==> src/rtl/simon_dec_iter.sv <==
// Iterative Simon 32/64 decryptor: forward key expansion into a 4-word window, then one inverse round per clock.
// Optional SIMON_KEY_CACHE_EN keeps the last expanded window so a repeated key skips KEYEXP.
module simon_dec_iter #(
    parameter int          N_ROUNDS = 32,
    parameter logic [61:0] Z_SEQ    = 62'b11111010001001010110000111001101111101000100101011000011100110
) (
    input  logic        clk,
    input  logic        rst,
    input  logic        in_valid,
    output logic        in_ready,
    input  logic [31:0] ciphertext,
    input  logic [63:0] keytext,
    output logic        out_valid,
    input  logic        out_ready,
    output logic [31:0] plaintext,
    output logic        busy
);

    localparam int         KEXP_LEN        = N_ROUNDS - 4;
    localparam logic [4:0] CNT_KEXP_LAST   = 5'(KEXP_LEN - 1);
    localparam logic [4:0] CNT_ROUND_FIRST = 5'(N_ROUNDS - 1);
    localparam logic [15:0] C_CONST        = 16'hfffc;

    typedef enum logic [1:0] {
        IDLE   = 2'd0,
        KEYEXP = 2'd1,
        ROUND  = 2'd2,
        DONE   = 2'd3
    } state_t;

    function automatic logic [15:0] rol1(input logic [15:0] v);
        return {v[14:0], v[15]};
    endfunction

    function automatic logic [15:0] rol2(input logic [15:0] v);
        return {v[13:0], v[15:14]};
    endfunction

    function automatic logic [15:0] rol8(input logic [15:0] v);
        return {v[7:0], v[15:8]};
    endfunction

    function automatic logic [15:0] ror1(input logic [15:0] v);
        return {v[0], v[15:1]};
    endfunction

    function automatic logic [15:0] ror3(input logic [15:0] v);
        return {v[2:0], v[15:3]};
    endfunction

    function automatic logic [15:0] round_f(input logic [15:0] v);
        return (rol1(v) & rol8(v)) ^ rol2(v);
    endfunction

    // Z_SEQ is written with z[0] as its leftmost bit.
    function automatic logic zbit(input logic [5:0] idx);
        return Z_SEQ[6'd61 - idx];
    endfunction

    // Shared by both directions: the forward and backward key steps differ only in which word is k0.
    function automatic logic [15:0] key_mix(input logic [15:0] k0, input logic [15:0] k1,
                                            input logic [15:0] k3, input logic z);
        logic [15:0] tmp;
        tmp = ror3(k3) ^ k1;
        return C_CONST ^ {15'b0, z} ^ k0 ^ tmp ^ ror1(tmp);
    endfunction

    state_t      r_state;
    state_t      w_state_next;
    logic [4:0]  r_cnt;
    logic [15:0] r_x;
    logic [15:0] r_y;
    logic [15:0] r_k0;
    logic [15:0] r_k1;
    logic [15:0] r_k2;
    logic [15:0] r_k3;
    logic [31:0] r_pt;

    logic [15:0] w_k_fwd;
    logic [15:0] w_k_bwd;
    logic [15:0] w_y_next;
    logic [5:0]  w_zidx_bwd;
    logic        w_kexp_last;
    logic        w_round_last;
    logic        w_accept;
    logic        w_cache_hit;
    logic [63:0] w_load_win;

    assign w_accept     = (r_state == IDLE) && in_valid;
    assign w_kexp_last  = (r_cnt == CNT_KEXP_LAST);
    assign w_round_last = (r_cnt == 5'd0);

    assign w_k_fwd    = key_mix(r_k0, r_k1, r_k3, zbit({1'b0, r_cnt}));
    // Below cnt=4 the backward key is never consumed, so its Z index is don't-care.
    assign w_zidx_bwd = (r_cnt >= 5'd4) ? ({1'b0, r_cnt} - 6'd4) : 6'd0;
    assign w_k_bwd    = key_mix(r_k3, r_k0, r_k2, zbit(w_zidx_bwd));
    assign w_y_next   = r_x ^ round_f(r_y) ^ r_k3;

`ifdef SIMON_KEY_CACHE_EN
    logic [63:0] r_key;
    logic [63:0] r_cache_key;
    logic [63:0] r_cache_win;
    logic        r_cache_vld;

    assign w_cache_hit = r_cache_vld && (keytext == r_cache_key);
    assign w_load_win  = w_cache_hit ? r_cache_win : keytext;

    always_ff @(posedge clk) begin
        if (rst) begin
            r_key       <= '0;
            r_cache_key <= '0;
            r_cache_win <= '0;
            r_cache_vld <= 1'b0;
        end else begin
            if (w_accept) begin
                r_key <= keytext;
            end
            if (r_state == KEYEXP && w_kexp_last) begin
                r_cache_key <= r_key;
                r_cache_win <= {w_k_fwd, r_k3, r_k2, r_k1};
                r_cache_vld <= 1'b1;
            end
        end
    end
`else
    assign w_cache_hit = 1'b0;
    assign w_load_win  = keytext;
`endif

    always_ff @(posedge clk) begin
        if (rst) begin
            r_state <= IDLE;
        end else begin
            r_state <= w_state_next;
        end
    end

    always_comb begin
        w_state_next = r_state;
        case (r_state)
            IDLE:    if (in_valid)     w_state_next = w_cache_hit ? ROUND : KEYEXP;
            KEYEXP:  if (w_kexp_last)  w_state_next = ROUND;
            ROUND:   if (w_round_last) w_state_next = DONE;
            DONE:    if (out_ready)    w_state_next = IDLE;
            default:                   w_state_next = IDLE;
        endcase
    end

    always_ff @(posedge clk) begin
        if (rst) begin
            r_cnt <= '0;
            r_x   <= '0;
            r_y   <= '0;
            r_k0  <= '0;
            r_k1  <= '0;
            r_k2  <= '0;
            r_k3  <= '0;
            r_pt  <= '0;
        end else begin
            case (r_state)
                IDLE: begin
                    if (in_valid) begin
                        r_x <= ciphertext[15:0];
                        r_y <= ciphertext[31:16];
                        {r_k3, r_k2, r_k1, r_k0} <= w_load_win;
                        r_cnt <= w_cache_hit ? CNT_ROUND_FIRST : 5'd0;
                    end
                end
                KEYEXP: begin
                    r_k0  <= r_k1;
                    r_k1  <= r_k2;
                    r_k2  <= r_k3;
                    r_k3  <= w_k_fwd;
                    r_cnt <= w_kexp_last ? CNT_ROUND_FIRST : r_cnt + 5'd1;
                end
                ROUND: begin
                    r_x   <= r_y;
                    r_y   <= w_y_next;
                    r_k3  <= r_k2;
                    r_k2  <= r_k1;
                    r_k1  <= r_k0;
                    r_k0  <= w_k_bwd;
                    r_cnt <= r_cnt - 5'd1;
                    if (w_round_last) begin
                        r_pt <= {r_y, w_y_next};
                    end
                end
                default: begin
                end
            endcase
        end
    end

    assign in_ready  = (r_state == IDLE);
    assign out_valid = (r_state == DONE);
    assign busy      = (r_state != IDLE);
    assign plaintext = r_pt;

endmodule

==> config.mk <==
export PLATFORM = sky130hd
export DESIGN_NAME = simon_dec_iter
export DESIGN_NICKNAME = d
export VERILOG_FILES = /design/src/rtl/simon_dec_iter.sv
export SDC_FILE = /design/constraint.sdc
export NUM_CORES = 1
export LEC_CHECK = 0
export ABC_AREA = 1
export BUFFER_PORTS_ARGS = -buffer_cell sky130_fd_sc_hd__buf_2
export CORE_MARGIN = 5
export CORE_UTILIZATION = 58
export CTS_CLUSTER_DIAMETER = 100
export DETAILED_ROUTE_END_ITERATION = 16
export GPL_ROUTABILITY_DRIVEN = 0
export GPL_TIMING_DRIVEN = 0
export PLACE_DENSITY = 0.82
export SYNTH_ARGS = -nofsm -noshare
export SYNTH_HDL_FRONTEND = slang
export SYNTH_SLANG_ARGS = --single-unit
==> constraint.sdc <==
create_clock -name clk -period 2.99 [get_ports clk]
set_input_delay 0.598 -clock clk [delete_from_list [all_inputs] [get_ports clk]]
set_output_delay 0.598 -clock clk [all_outputs]
set_load 0.05 [all_outputs]
==> flow_summary.yaml <==
hold_path:
  holdPathStages: 3
  min_to: "r_x[11]"
  hold_path.class: "primary input to flop"
  hp-start: "ciphertext[11]"
synthesis:
  synthDistinctLibCells: 35
  synth_compound_area_share_pct: 28.1
  ys_ff_latch: 135
  syn_avg_cell_area_sq_um: 7.23
  synth.area.mux_share_pct: 0
  synth_top_family_by_area: "compound AO/OA/AOI/OAI gates"
  synth_warnings: 0
  synth_cells: 1153
  synth-simple-area-share_pct: 12.4
  syn-cell-area_sq_um: 8340
  yosys.area_share.xor_xnor_pct: 14.9
  synthAdderAreaFrac_pct: 3.30
  synth_fp_nets: 1275
  yosysSeqAreaShare_pct: 32.4
placement:
  dp_cells: 1466
  dp_slack_ns: -0.132
  port_buffers: 133
  hpwl_um: 21400
  dpl-instance-area_sq_um: 9230
power:
  switching_share_pct: 51.2
  p_switching_w: 0.00643
  pwr-share-comb_pct: 56.9
  seqPwrFrac_pct: 26.2
  internal-power_w: 0.00614
  p_per_area_nw_per_um2: 1270
  ir_drop_mv: 0.605
  clkPwrFrac_pct: 16.9
  p_leak_nw: 4.09
timing:
  hold_viol: 0
  finalClockSkew_ns: 0.00838
  slew_headroom_pct: 52.0
  fmax_ghz: 0.349
  period_share_pct: 95.7
  setup_tns_ns: 0
  setup_viol: 0
  layout_setup_ws_ns: 0.127
  finalCriticalPeriod_ns: 2.86
  worst_pin_slew_ns: 0.719
  finalMaxSlewViolations: 0
floorplanning:
  placementRows: 43
  die_y_um: 130
  die_area_sq_um: 16900
  coreArea_sq_um: 14000
  chipWidth_um: 130
  start_util_pct: 59.6
  boundaryPins: 135
layout:
  final_cells: 1501
  final_common_cell: "nand2_1"
  drive_above_1_share_pct: 14.5
  regArea_sq_um: 2710
  final_area_sq_um: 9870
  num-fill-cells: 1202
  final_core_util_pct: 70.6
  multi_input_area_sq_um: 4900
  fin_nets: 1431
  area_delta_synth_final_pct: 18.4
  diodes: 0
  mostFrequentLayoutCells: "nand2_1 (183), a21oi_1 (173), o21ai_0 (149)"
global_route:
  grt_start_max_net_pins: 17
  antenna_found_initial: 0
  grt_use_total_pct: 34.2
  grt_pass1_wl_um: 44400
  grt_pass1_vias: 8551
  gr-total-overflow: 0
critical_path:
  reg2reg_depth: 9
  cp_max_fo: 10
  start_kind: "flop"
  worstSetupPathType: "flop to flop"
  reg2reg_to: "plaintext[13]"
  worstReg2RegStart: "r_cnt[0]"
  endpoint_kind: "flop"
  arrival_ns: 3.18
  rrSetupSlack_ns: 0.13
  crit_required_ns: 3.31
cts:
  clock_latency_ns: 0.43
  numCtsBuffers: 17
  cts_htree_levels: 4
  clock-sinks: 135
  clkSlewWorstSetupHoldPaths_ns: 0.06
  clockRootBuffer: "clkbuf_16"
  cts_tree: "built"
  clock_path_buffers: 2
drt:
  wirelength_um: 29400
  drt-wirelength-per-cell_um: 19.6
  avgViaCountPerCell: 6.07
  ant_nets: 0
  first_pass_iters: 6
  drt_iter0_drc: 1303
  num_vias: 9112
  drc: 0
outcome:
  status: "finished, final reports clean"
run:
  drv_cap: 0
==> cells in the mapped netlist <==
cell       instances  area share, %
nand2_1          183            8.2
a221o_1            6           0.72
nand3_1           39            2.3
o221ai_1          28            2.9
o21ai_0          149            8.9
nand2_2            3           0.23
ha_1              22            3.3
nand4_1            3           0.23
clkinv_2           1          0.060
buf_1              7           0.32
nor2_4             1           0.14
a21oi_1          173             10
a31oi_1           16            1.2
nand3b_1           2           0.18
inv_2              3           0.14
dfxtp_1          135             32
buf_6              2           0.27
nor2_1            11           0.50
clkbuf_1          71            3.2
nor3_1             2           0.12
o22ai_1            1          0.075
o2111ai_1          1           0.11
a41oi_1            1           0.11
clkinv_1           1          0.045
a21oi_2            1           0.11
nand2_4            1           0.14
buf_2              3           0.18
o31ai_1            1          0.090
xnor2_1           37            3.9
inv_1            103            4.6
xor2_1           105             11
a211oi_1           1          0.090
o211ai_1          37            3.3
nand3_2            2           0.24
nor2_2             1          0.075
==> worst max-delay path, cell delays in order, from the launching register on <==
cell and delay (ns):
dfxtp_1 0.42, inv_1 0.32, ha_1 0.33, nand2_1 0.09, nor2_2 0.52, nand2_1 0.17
clkbuf_1 0.29, clkbuf_1 0.32, o21ai_0 0.23, inv_1 0.06
==> per-stage QoR <==
step	hold slack, ns	power (W)
after floorplan	0.470	0.00817
after global placement	0.451	0.00993
after detailed placement	0.453	0.0101
after CTS	0.439	0.0123
after global routing	0.448	0.0132
final	0.440	0.0126
==> flip-flops by register name, summed over array words and instances (netlist names) <==
register   cells
r_cnt          5
r_k2          16
r_k0          16
r_x           16
r_k1          16
r_k3          16
r_state        2
plaintext     32
r_y           16
==> power groups by stage <==
| stage | clock, W | combinational, W | sequential (W) |
|---|---|---|---|
| after floorplan | 0 | 0.00471 | 0.00346 |
| after global placement | 0 | 0.00669 | 0.00324 |
| after detailed placement | 0 | 0.00683 | 0.00326 |
| after CTS | 0.00211 | 0.00691 | 0.00323 |
| after global routing | 0.00220 | 0.00771 | 0.00334 |
| final | 0.00213 | 0.00715 | 0.00329 |
==> layout make-up <==
cell class                      count  share of cell area [%]
Multi-Input combinational cell    827                    49.6
Sequential cell                   135                    27.4
Timing Repair Buffer              137                    7.05
Clock buffer                       20                    4.73
Inverter                          108                    4.20
Buffer                             83                    3.43
Tap cell                          180                    2.28
Clock inverter                     11                    1.25
==> kinds of logic (layout without fill, tap and decap cells) <==
| family | count (synthesis) | in the layout |
|---|---|---|
| AOI/OAI and AO/OA | 415 | 415 |
| xor gates and xnor gates | 142 | 142 |
| adders and majority gates | 22 | 22 |
| and+or+nand+nor | 248 | 248 |
| DFF | 135 | 135 |
| buffers and inverters | 191 | 359 |
==> routing by layer <==
metal	share of wire, %	vias up	global-route usage, %
met5	0	-	0
met4	5.7	0	17.7
met3	12	152	8.10
met2	45	666	55.6
met1	37	4077	42.2
li1	-	4217	-
==> how the worst max path moves through the flow <==
stage / cells past startpoint / startpoint / end / slack, ns
after global routing: 18 / r_cnt[2] / r_k0[0] / -0.004
final: 9 / r_cnt[0] / plaintext[13] / 0.13
after detailed placement: 10 / r_cnt[1] / plaintext[12] / -0.13
after CTS: 18 / r_cnt[2] / r_k0[0] / 0.01
after global placement: 10 / r_cnt[1] / plaintext[12] / -0.06
after floorplan: 18 / r_cnt[2] / r_k0[0] / 0.50
==> what timing repair did <==
action                     in CTS  in global routing
setup buffers                   0                  4
hold buffers                    0                  0
setup endpoints to repair      20                 19
gates resized for setup         1                 10
cloned                          0                  0
Power figures use the tool's default switching activity.
